File: src/rtl/serial_subtractor.sv
// Bit-serial subtractor: diff = x - y - bin, one bit per clock, LSB first.
// Define SERIAL_SUB_OVF_EN to add the signed-overflow output ovf.
module serial_subtractor #(
   parameter int WIDTH = 4
) (
   input  logic             clk,
   input  logic             rst,
   input  logic             start,
   input  logic [WIDTH-1:0] x,
   input  logic [WIDTH-1:0] y,
   input  logic             bin,
   output logic             busy,
   output logic             done,
   output logic [WIDTH-1:0] diff,
   output logic             bout
`ifdef SERIAL_SUB_OVF_EN
  ,output logic             ovf
`endif
);

   localparam int CW = (WIDTH > 1) ? $clog2(WIDTH) : 1;

   typedef enum logic [1:0] {IDLE, SHIFT, DONE} state_t;

   state_t           state;
   logic [WIDTH-1:0] a_sh;
   logic [WIDTH-1:0] b_sh;
   logic             br;
   logic [CW-1:0]    cnt;
   logic             d_bit;
   logic             br_next;

   // Full-subtractor cell on the current LSBs.
   assign d_bit   = a_sh[0] ^ b_sh[0] ^ br;
   assign br_next = (~a_sh[0] & b_sh[0]) | (~a_sh[0] & br) | (b_sh[0] & br);

`ifdef SERIAL_SUB_OVF_EN
   logic x_msb;
   logic y_msb;
`endif

   // NOTE: every register here is written with <= so all updates take the
   // values sampled at the same edge, regardless of statement order.
   always_ff @(posedge clk) begin
      if (rst) begin
         state <= IDLE;
         a_sh  <= '0;
         b_sh  <= '0;
         br    <= 1'b0;
         cnt   <= '0;
         busy  <= 1'b0;
         done  <= 1'b0;
         diff  <= '0;
         bout  <= 1'b0;
`ifdef SERIAL_SUB_OVF_EN
         x_msb <= 1'b0;
         y_msb <= 1'b0;
         ovf   <= 1'b0;
`endif
      end else begin
         case (state)
            IDLE, DONE: begin
               done <= 1'b0;
               if (start) begin
                  a_sh  <= x;
                  b_sh  <= y;
                  br    <= bin;
                  cnt   <= '0;
                  busy  <= 1'b1;
                  state <= SHIFT;
`ifdef SERIAL_SUB_OVF_EN
                  x_msb <= x[WIDTH-1];
                  y_msb <= y[WIDTH-1];
`endif
               end else begin
                  state <= IDLE;
               end
            end
            SHIFT: begin
               a_sh <= a_sh >> 1;
               b_sh <= b_sh >> 1;
               br   <= br_next;
               // Result enters at the MSB so bit 0 lands in diff[0] after WIDTH steps.
               diff <= {d_bit, diff[WIDTH-1:1]};
               if (cnt == CW'(WIDTH - 1)) begin
                  bout  <= br_next;
                  busy  <= 1'b0;
                  done  <= 1'b1;
                  state <= DONE;
`ifdef SERIAL_SUB_OVF_EN
                  ovf   <= (x_msb != y_msb) && (d_bit != x_msb);
`endif
               end else begin
                  cnt <= cnt + 1'b1;
               end
            end
            default: begin
               busy  <= 1'b0;
               done  <= 1'b0;
               state <= IDLE;
            end
         endcase
      end
   end

endmodule

File: config.mk
export PLATFORM = sky130hd
export DESIGN_NAME = serial_subtractor
export DESIGN_NICKNAME = d
export VERILOG_FILES = /design/src/rtl/serial_subtractor.sv
export SDC_FILE = /design/constraint.sdc
export NUM_CORES = 1
export LEC_CHECK = 0
export ABC_AREA = 0
export ABC_CLOCK_PERIOD_IN_PS = 1100
export CORE_AREA = 5 5 59 61
export DETAILED_ROUTE_END_ITERATION = 16
export DIE_AREA = 0 0 64 66
export PLACE_DENSITY = 0.55
export SETUP_SLACK_MARGIN = 0.2
export SLEW_MARGIN = 20
export SYNTH_ARGS = -nofsm -noshare
export SYNTH_HDL_FRONTEND = slang
export SYNTH_SLANG_ARGS = --single-unit
File: constraint.sdc
create_clock -name clk -period 1.1 [get_ports clk]
set_input_delay 0.11 -clock clk [delete_from_list [all_inputs] [get_ports clk]]
set_output_delay 0.11 -clock clk [all_outputs]
set_load 0.1 [all_outputs]
# Word level (Yosys, flattened, before mapping)
# Index checks and enable logic that the tools add are counted.
dict set report op_classes {
  eq_ne 6
  multipliers 0
  magnitude_cmp 0
  add_sub_neg 1
  shift 0
  reduce_logical 8
  muxes 15
  bitwise_logic 9
  div 0
}
# op count
set op_table {}
lappend op_table {{one-hot mux 4 bit (2 select lines)} 2}
lappend op_table {{2-to-1 mux 4 bit} 2}
lappend op_table {{one-hot mux 2 bit (2 select lines)} 2}
lappend op_table {{2-to-1 mux 2 bit} 3}
lappend op_table {{!= test 2 bit (second input constant)} 3}
lappend op_table {{AND reduction 2 bit} 3}
lappend op_table {{== test 2 bit (second input constant)} 2}
lappend op_table {{2-to-1 mux 1 bit} 4}
lappend op_table {{one-hot mux 1 bit (2 select lines)} 2}
lappend op_table {{OR reduction 2 bit} 2}
lappend op_table {{bitwise AND 1 bit} 3}
lappend op_table {{AND reduction 3 bit} 1}
lappend op_table {{adder 2 x 1 -> 2 bit (second input constant)} 1}
lappend op_table {{== test 2 x 1 -> 1 bit (second input constant)} 1}
lappend op_table {{zero test 2 bit} 1}
lappend op_table {{inverter 1 bit} 2}
lappend op_table {{bitwise OR 1 bit} 2}
lappend op_table {{nonzero test 2 bit} 1}
lappend op_table {{XOR 1 bit} 2}
dict set report totals {
  latch_bits 0
  in_bits 12
  romBits 0
  ram_bits 0
  memories 0
  reg_bits 20
}

# Depth between registers and ports, before layout
dict set report depth {
  word_depth 5
  ltp_mapped 5
  mapped_depth_nobuf 4
}

# Least setup slack after synthesis
# Ideal clock, no wire load.
dict set report synth_timing {
  kind {reg-to-reg}
  startpoint {register bout (netlist name)}
  endpoint {register bout}
  arrival_ns 1.276
  t_required_ns 1.029
  path_buffers 0
  slack_ns -0.247
  path_stages_with_launch 3
  setup_ns 0.071
  path_cell_list {dfxtp_1 o21ai_0 a21oi_1}
}
# item line
set synth_rtl {}
lappend synth_rtl {{to (signal assigned)} 86} ;# bout <= br_next;
lappend synth_rtl {{to (decl)} 15} ;# output logic bout

# Final worst setup path
dict set report layout_timing {
  startpoint {register br}
  endpoint {register diff[3]}
}
dict set report layout_between {
  elab_chain_len 1
}
# item line
set layout_lines {}
lappend layout_lines {{from (decl)} 28} ;# logic br;
lappend layout_lines {{from (signal assigned)} 67} ;# br <= bin;
lappend layout_lines {{from (signal assigned)} 82} ;# br <= br_next;
lappend layout_lines {{XOR 1 bit} 34} ;# assign d_bit = a_sh[0] ^ b_sh[0] ^ br;
lappend layout_lines {{to (signal assigned)} 84} ;# diff <= {d_bit, diff[WIDTH-1:1]};
lappend layout_lines {{to (decl)} 14} ;# output logic [WIDTH-1:0] diff,
# No other way between the ends.
# A chain may end at the register's enable or synchronous reset.

==> impl_metrics.tcl <==
set metrics [dict create \
    drtIter0Drc 20 \
    setup_tns_ps 0 \
    die_h_um 66 \
    cts.sinks 20 \
    status "completed" \
    synth_top_area_cell "dfxtp_1" \
    yosysWarnings 0 \
    top_usage_layer "met2" \
    reg2reg_slack_ps 30 \
    post_dp_cell_area_mm2 0.00119 \
    drv_slew 0 \
    grt_max_degree 21 \
    synth.most_common_cell "nand2_1" \
    grt_pass1_vias 860 \
    num_rows 20 \
    boundaryPins 19 \
    drive_gt1_share_pct 66.7 \
    yosysSeqAreaShare_pct 48.5 \
    vias 879 \
    dr.pass1.iters 4 \
    ctsHoldBuffers 0 \
    peakVddDrop_uv 755 \
    grtUsageMet3_pct 1.87 \
    synth_edf_count 0 \
    clock_latency_ps 310 \
    syn_area_per_cell_um2 8.34 \
    setup_viol 0 \
    hold_start "y[3]" \
    post-place-ws_ps -235 \
    final-hold-violation-count 0 \
    drt-vias-per-instance 4.97 \
    wirelength_mm 2.38 \
    path_class "register to register" \
    power_leakage_nw 0.636 \
    grt_use_met1_pct 12.3 \
    critical_path_arrival_ps 1280 \
    startpoint_type "register" \
    finalCriticalPeriod_ps 1070 \
    rsz0062_at_grt "yes" \
    setup_slack_ps 28.9 \
    wl_per_cell_um 13.4 \
    grt_use_total_pct 10.8 \
    hpwl_mm 1.27 \
    maxSlewHeadroom_pct 87.6 \
    r2r-end "diff[3]" \
    holdPathEnd "b_sh[3]" \
    synth-seq-cells 20 \
    coreArea_mm2 0.00293 \
    maxCapViolCount 0 \
    yosys.area.top_type_share_pct 48.5 \
    synth_area_um2 826 \
    gp_congestion 0.694 \
    r2r-start "br" \
    syn-num-nets 113 \
    hp-class "input pin to register" \
    ff2ff_path_depth 2 \
    ctsLongestPathBuffers 2 \
    port_buffers 18 \
    cts.htree.levels 1 \
    drcViolationCount 0 \
    antenna_left 0 \
    cts_tree "done" \
    cp_max_fo 2 \
    antenna_found_initial 0 \
    worst_pin_slew_ps 185 \
    gr-usage-met2_pct 19.0 \
    synth.area.top_cells "dfxtp_1 48%, nand2_1 10%, a311oi_1 7.4%, a21oi_1 6.1%, nor2_1 5.0%" \
    grt_pass1_wl_mm 3.61 \
    start_util_pct 28.2 \
    die_x_um 64 \
    async_reset_ff_share_pct 0 \
    synth_ff_type "dfxtp_1" \
    dieArea_mm2 0.00422 \
    cp.required_ps 1310 \
    design_area_mm2 0.00165 \
    synthTopCellsByCount "23 x nand2_1, 20 x dfxtp_1, 11 x nor2_1" \
    cts_root_buf "clkbuf_4" \
    numCtsBuffers 3 \
    hold_depth 3 \
    fmax_ghz 0.934 \
    finalNetCount 159 \
    clk_pin_slew_ps 130 \
    skew_ps 13.0 \
    synth.distinct_cells 22 \
    end_kind "register" \
    syn_to_final_growth_pct 99.5 \
    diodes 0 \
    grt_overflow 0 \
    power_density_mw_per_mm2 1190 \
    syn_inst 99 \
    fin_util_pct 56.3 \
    timing.final.crit_share_pct 97.4 \
]
## repair_timing
item                                   in CTS  in global routing
gates cloned                                2                  1
setup endpoints to repair                  27                 27
resized for setup                          22                 40
buffers inserted                           16                  5
pin swaps                                  11                 16
endpoints found under the hold margin       0                  0
## worst max-delay path by stage
| stage | start | to | slack (ps) |
|---|---|---|---|
| after global routing | state[0] | b_sh[1] | -20 |
| after floorplan | br | diff[3] | 40 |
| final | br | diff[3] | 30 |
| after CTS | state[0] | br | 20 |
| after global placement | start | a_sh[0] | -210 |
| after detailed placement | start | br | -240 |
## cells by family (layout without fill, tap and decap cells)
family	count (synthesis)	count (layout)	synth area share, %
compound gates	22	22	17.7
buf+inv	10	53	6.82
simple gates	45	47	23.0
fa+ha+maj	2	2	3.94
flops	20	20	48.5
## layout by cell type, fill, tap and decap left out, drive strengths merged, types with 2 or more instances in the layout
cell,instances
nor2,11
buf,36
inv,2
o211ai,2
nand3,4
a21oi,10
nand2,23
clkbuf,3
a311oi,7
nor3,2
nand2b,4
clkdlybuf4s50,11
dfxtp,20
## per-layer routing
layer | up-vias | share of wire [%]
li1 | 433 | -
met1 | 425 | 41
met4 | 0 | 1.5
met5 | - | 0
met3 | 4 | 3.1
met2 | 17 | 54
## critical path, stage by stage, from the launching register on
cell      delay (ps)
dfxtp_2          350
fa_2             570
a211oi_2          50
## where the power goes
| group | internal, mW | total [mW] | switching [mW] |
|---|---|---|---|
| clock | 0.369 | 0.610 | 0.241 |
| sequential | 0.766 | 0.811 | 0.0453 |
| combinational | 0.274 | 0.539 | 0.265 |
## area by class of cell
cell class,count,area [µm²]
Inverter,2,7.51
Tap cell,33,41.3
Timing Repair Buffer,47,522
Clock inverter,1,30.0
Clock buffer,3,22.5
Sequential cell,20,438
Multi-Input combinational cell,71,587
Fill cell,255,1280
## flip-flops by register name (all words and copies together) (netlist names)
name   count
cnt        2
done       1
bout       1
a_sh       4
diff       4
b_sh       4
busy       1
br         1
state      2
## metrics by stage
stage / hold WS (ps) / power, mW / instances
2_1_floorplan: 246 / 1.05 / 99
3_3_place_gp: 464 / 1.16 / 149
3_5_place_dp: 470 / 1.16 / 149
4_1_cts: 339 / 1.86 / 171
5_1_grt: 338 / 2.06 / 177
6_report: 358 / 1.96 / 177
Note: power is estimated with default switching activity, not from simulation.
